[src/rtl/i2s_rx_stream.sv]
// i2s_rx_stream: I2S / left-justified serial audio receiver. Samples the
// sck/ws/sd pins in the clk domain, assembles each slot into a channel-tagged
// word and buffers the words in a small valid/ready output FIFO.
module i2s_rx_stream #(
    parameter int SAMPLE_WIDTH = 24,
    parameter int SLOT_WIDTH   = 32,
    parameter int FIFO_DEPTH   = 4
) (
    input  logic                    clk,
    input  logic                    rst,
    input  logic                    sck,
    input  logic                    ws,
    input  logic                    sd,
    input  logic                    fmt,
    output logic [SAMPLE_WIDTH-1:0] out_data,
    output logic                    out_chan,
    output logic                    out_valid,
    input  logic                    out_ready,
    output logic                    overrun,
    input  logic                    overrun_clr,
    output logic                    short_slot
);

    localparam int CW = $clog2(SLOT_WIDTH + 1);
    localparam int AW = $clog2(FIFO_DEPTH);
    localparam logic [SAMPLE_WIDTH-1:0] MSB_ONEHOT = {1'b1, {(SAMPLE_WIDTH-1){1'b0}}};

    typedef enum logic {
        UNLOCKED = 1'b0,
        LOCKED   = 1'b1
    } lock_t;

    // Pin synchronisers and edge detect
    logic sck_s1, sck_s2, sck_s3;
    logic ws_s1, ws_s;
    logic sd_s1, sd_s;
    logic sck_rise;

    // Slot tracking
    logic                    ws_d, ws_dd;
    logic                    slot_edge;
    logic                    slot_sel;
    logic                    cur_chan;
    logic [CW-1:0]           bitcnt;
    logic [SAMPLE_WIDTH-1:0] shift_reg;
    logic [SAMPLE_WIDTH-1:0] bit_mask;

    // Lock state
    lock_t state, state_next;
    logic  fmt_q;
    logic  commit;

    // Commit stage
    logic                    commit_pend;
    logic [SAMPLE_WIDTH-1:0] commit_word;
    logic                    commit_chan;

    // FIFO
    logic [SAMPLE_WIDTH:0] mem [FIFO_DEPTH];
    logic [AW-1:0]         wr_ptr, rd_ptr;
    logic [AW:0]           count;
    logic                  full;
    logic                  push, pop;

    assign sck_rise = sck_s2 & ~sck_s3;

    // Two-flop synchronisers plus a third sck flop for rising-edge detection
    always_ff @(posedge clk) begin
        // NOTE: every clocked assignment is non-blocking so all flops sample
        // the pre-edge values; blocking here would collapse the sync chain.
        if (rst) begin
            sck_s1 <= 1'b0;
            sck_s2 <= 1'b0;
            sck_s3 <= 1'b0;
            ws_s1  <= 1'b0;
            ws_s   <= 1'b0;
            sd_s1  <= 1'b0;
            sd_s   <= 1'b0;
        end else begin
            sck_s1 <= sck;
            sck_s2 <= sck_s1;
            sck_s3 <= sck_s2;
            ws_s1  <= ws;
            ws_s   <= ws_s1;
            sd_s1  <= sd;
            sd_s   <= sd_s1;
        end
    end

    // Slot boundary and slot-select level for the active format
    always_comb begin
        // NOTE: defaults first so no path through this block infers a latch.
        slot_edge = 1'b0;
        slot_sel  = 1'b0;
        if (fmt) begin
            slot_edge = ws_s ^ ws_d;
            slot_sel  = ws_s;
        end else begin
            slot_edge = ws_d ^ ws_dd;
            slot_sel  = ws_d;
        end
    end

    // Per-bit serial datapath: ws history, bit counter, MSB-first shift register
    always_ff @(posedge clk) begin
        if (rst) begin
            ws_d      <= 1'b0;
            ws_dd     <= 1'b0;
            cur_chan  <= 1'b0;
            bitcnt    <= '0;
            shift_reg <= '0;
            bit_mask  <= MSB_ONEHOT;
        end else if (sck_rise) begin
            ws_d  <= ws_s;
            ws_dd <= ws_d;
            if (slot_edge) begin
                // Current bit is index 0 of the new slot: lands in the MSB.
                cur_chan  <= slot_sel;
                bitcnt    <= CW'(1);
                shift_reg <= MSB_ONEHOT & {SAMPLE_WIDTH{sd_s}};
                bit_mask  <= MSB_ONEHOT >> 1;
            end else begin
                if (bitcnt != CW'(SLOT_WIDTH))
                    bitcnt <= bitcnt + CW'(1);
                // Mask runs out after SAMPLE_WIDTH bits, so padding bits are ignored.
                shift_reg <= (shift_reg & ~bit_mask) | (bit_mask & {SAMPLE_WIDTH{sd_s}});
                bit_mask  <= bit_mask >> 1;
            end
        end
    end

    // Registered copy of fmt, used to detect a mode change
    always_ff @(posedge clk) begin
        fmt_q <= fmt;
    end

    // Lock state register
    always_ff @(posedge clk) begin
        if (rst)
            state <= UNLOCKED;
        else
            state <= state_next;
    end

    // Lock next-state: first boundary only locks, later boundaries commit
    always_comb begin
        state_next = state;
        commit     = 1'b0;
        if (fmt != fmt_q) begin
            state_next = UNLOCKED;
        end else if (sck_rise && slot_edge) begin
            if (state == UNLOCKED)
                state_next = LOCKED;
            else
                commit = 1'b1;
        end
    end

    // Commit stage: hold the finished word for one cycle before the FIFO push
    always_ff @(posedge clk) begin
        if (rst) begin
            commit_pend <= 1'b0;
            commit_word <= '0;
            commit_chan <= 1'b0;
        end else begin
            commit_pend <= commit;
            if (commit) begin
                commit_word <= shift_reg;
                commit_chan <= cur_chan;
            end
        end
    end

    assign full      = (count == (AW+1)'(FIFO_DEPTH));
    assign out_valid = (count != '0);
    assign pop       = out_valid & out_ready;
    // A pop in the same cycle frees the slot, so a full FIFO still accepts.
    assign push      = commit_pend & (~full | pop);

    // FIFO storage
    always_ff @(posedge clk) begin
        // NOTE: storage is deliberately not reset; count gates every read,
        // so stale contents are never visible.
        if (push)
            mem[wr_ptr] <= {commit_chan, commit_word};
    end

    // FIFO pointers and occupancy
    always_ff @(posedge clk) begin
        if (rst) begin
            wr_ptr <= '0;
            rd_ptr <= '0;
            count  <= '0;
        end else begin
            if (push)
                wr_ptr <= wr_ptr + AW'(1);
            if (pop)
                rd_ptr <= rd_ptr + AW'(1);
            case ({push, pop})
                2'b10:   count <= count + (AW+1)'(1);
                2'b01:   count <= count - (AW+1)'(1);
                default: count <= count;
            endcase
        end
    end

    assign out_data = out_valid ? mem[rd_ptr][SAMPLE_WIDTH-1:0] : '0;
    assign out_chan = out_valid ? mem[rd_ptr][SAMPLE_WIDTH] : 1'b0;

    // Sticky status flags; a new event wins over a coincident clear
    always_ff @(posedge clk) begin
        if (rst) begin
            overrun    <= 1'b0;
            short_slot <= 1'b0;
        end else begin
            if (commit_pend && !push)
                overrun <= 1'b1;
            else if (overrun_clr)
                overrun <= 1'b0;

            if (commit && (bitcnt < CW'(SAMPLE_WIDTH)))
                short_slot <= 1'b1;
            else if (overrun_clr)
                short_slot <= 1'b0;
        end
    end

endmodule
[config.mk]
export PLATFORM = sky130hd
export DESIGN_NAME = i2s_rx_stream
export DESIGN_NICKNAME = d
export VERILOG_FILES = /design/src/rtl/i2s_rx_stream.sv
export SDC_FILE = /design/constraint.sdc
export NUM_CORES = 1
export LEC_CHECK = 0
export ABC_CLOCK_PERIOD_IN_PS = 3000
export BUFFER_PORTS_ARGS = -buffer_cell sky130_fd_sc_hd__buf_2
export CAP_MARGIN = 10
export CORE_MARGIN = 3
export CORE_UTILIZATION = 50
export DETAILED_ROUTE_END_ITERATION = 7
export GPL_ROUTABILITY_DRIVEN = 0
export PLACE_DENSITY_LB_ADDON = 0.2
export SYNTH_ARGS = -nofsm -noshare
export SYNTH_HDL_FRONTEND = slang
export SYNTH_SLANG_ARGS = --single-unit
[constraint.sdc]
create_clock -name clk -period 3 [get_ports clk]
set_input_delay 0.9 -clock clk [delete_from_list [all_inputs] [get_ports clk]]
set_output_delay 0.9 -clock clk [all_outputs]
set_load 0.005 [all_outputs]
==> impl_metrics.ini <==
[timing]
setup_violations = 0
period_needed_ps = 2807
timing.clock.skew_ps = 8.573
final.period_utilization = 0.9357
tightestPinTransition_ps = 940.8
postLayoutSetupSlackWorst_ps = 192.8
drv_slew = 0
max_freq_mhz = 356.2
timing.final.hold_violations = 0
grt_setup_unrepaired = false
timing.setup.tns_ps = 0
max-slew-margin-rel = 0.3720

[logic_synthesis]
synth_async_sr_flop_share = 0
synth-edff-count = 100
ys.flop_type = sky130_fd_sc_hd__dfxtp_1
synth_warnings = 0
synth_common_cells = sky130_fd_sc_hd__dfxtp_1, sky130_fd_sc_hd__edfxtp_1, sky130_fd_sc_hd__nand2_1
synth_cell_type_count = 46
synth_seq_area_share = 0.6332
post-synth-top-count-cell = sky130_fd_sc_hd__dfxtp_1
postSynthNetCount = 634
synth_area_per_cell_um2 = 12.92
synth_seq_cells = 203
yosys.area.top_type = sky130_fd_sc_hd__edfxtp_1
synth.area.top_cells = sky130_fd_sc_hd__edfxtp_1, sky130_fd_sc_hd__dfxtp_1, sky130_fd_sc_hd__mux4_2
syn-cell-area_um2 = 7999
synth_cells = 619
synth_top_area_share = 0.3754

[power]
ir_worst_vdd_v = 0.0003459
p_total_mw = 5.321
total_leakage_power_nw = 3.099
power_per_cell_area_nw_per_um2 = 590.0

[grt]
grt_first_pass_wirelength_um = 22850
grt-ovfl-total = 0
grt.met3_usage = 0.02738
grt_antenna_before_repair = 0
grt_usage = 0.1560
grt_max_degree = 54
met1_usage = 0.2244
use_met2 = 0.2507
top_usage_layer = met2
number_of_global_route_vias_before_repair = 4621

[floorplanning]
rows = 45
i_o_pin_count = 36
fp.coreArea_um2 = 15430
dieArea_um2 = 17550
chipWidth_um = 132.5
dieHeight_um = 132.5
start_util = 0.5185

[final_layout]
area_of_all_placed_cells_without_fillers_um2 = 9019
area_growth_syn_to_layout_pct = 12.75
nFillCells = 1266
drive_gt1_frac = 0.1940
multiInputGateArea_um2 = 2714
regMostFlops = mem
utilization = 0.5846
max_ffs_per_register = 100
biggestRegsByFlops = mem: 100 flops, bit_mask: 24 flops, commit_word: 24 flops
n_antenna_cell = 0
layout.area.seq_um2 = 5065
design.final.nets = 666

[critical_path]
timing.critical_path.to_type = output port
worst_ep_arrival_time_ps = 1910
cp.required_ps = 2100
cp_max_fo = 25
critPathLaunchType = flip-flop
timing_worst_setup_path_type = flip-flop to output port

[clock_network]
ctsHoldBuffers = 0
clk_root_buffer_cell = sky130_fd_sc_hd__clkbuf_16
postCtsResizedCells = 0
cts_max_level = 1
cts_buffer_depth = 3
clock-sinks = 203
postCtsSetupRepairBufs = 0
clk_latency_ps = 470
tritoncts.num_buffers = 21
tritoncts_clock_tree = yes
clk_pin_slew_worst_paths_ps = 60

[place]
placement.cell_area_um2 = 8396
place_hpwl_um = 8155
dpl_worst_slack_ps = 252.2
port_buffers = 35

[route]
drc_errors = 0
drt-total-wl_um = 13300
vias = 4541
post_drt_via_cell_ratio = 5.184
detail_route.wl_per_cell_um = 15.19
postRouteAntennaNets = 0
drt-initial-drc-count = 257
drt-pass1-iter-count = 4

[flow_run]
max_cap_violations = 0

[run_status]
status = complete, no violations

[hold_path]
hp-class = flip-flop to flip-flop
-- report_power, final --
group	internal [mW]	switching, mW
Clock	1.35	0.981
Combinational	0.0327	0.0553
Sequential	2.89	0.00850
-- through the flow --
step	hold slack [ps]	std cells
after detailed placement	420.4	839
after CTS	434.6	876
after global routing	466.0	876
final	434.4	876
after global placement	419.1	839
after floorplan	413.8	619
-- layout by cell type, fill, tap and decap left out, drive strengths merged, types with 3 or more instances in the layout --
master      n
mux4       25
nand2b     53
xor2        6
clkinv      3
a31oi       3
and2       29
edfxtp    100
nand3      29
mux2i      29
ha          6
nor2b      10
nor3        4
nor2       14
buf        48
xnor2       4
clkinvlp    3
clkbuf     31
dfxtp     103
a21oi      54
nand2      76
inv         8
-- worst paths after layout --
path | start | endpoint | slack (ps) | cells past startpoint
setup / recovery | flip-flop | out_data[22] | 190 | 4
hold / removal | sck_s1 | sck_s2 | 430 | 1
setup reg to reg | count[0] | count[2] | 740 | 7
hold reg to reg | sck_s1 | sck_s2 | 430 | 1
-- final cells by class --
class | instances | share of cell area
Sequential cell | 203 | 0.5616
Multi-Input combinational cell | 369 | 0.3009
Tap cell | 211 | 0.02927
Clock buffer | 31 | 0.06507
Clock inverter | 6 | 0.004023
Timing Repair Buffer | 48 | 0.03579
Inverter | 8 | 0.003330
-- critical path: stages (launching register included) --
cell and delay [ps]:
sky130_fd_sc_hd__dfxtp_1 350, sky130_fd_sc_hd__buf_12 230, sky130_fd_sc_hd__mux4_2 520, sky130_fd_sc_hd__and2_1 180, sky130_fd_sc_hd__buf_2 120
-- metal layers --
metal	vias up	share of wire
li1	2250	-
met1	2203	0.47
met2	71	0.48
met3	17	0.043
met4	0	0.013
met5	-	0
-- cell families after synthesis --
group	synth area share
simple gates	0.1473
flops	0.6332
compound gates	0.05913
mux	0.1071
buf+inv	0.02847
xor+xnor	0.01283
fa+ha+maj	0.01189
(Power assumes the default switching activity.)
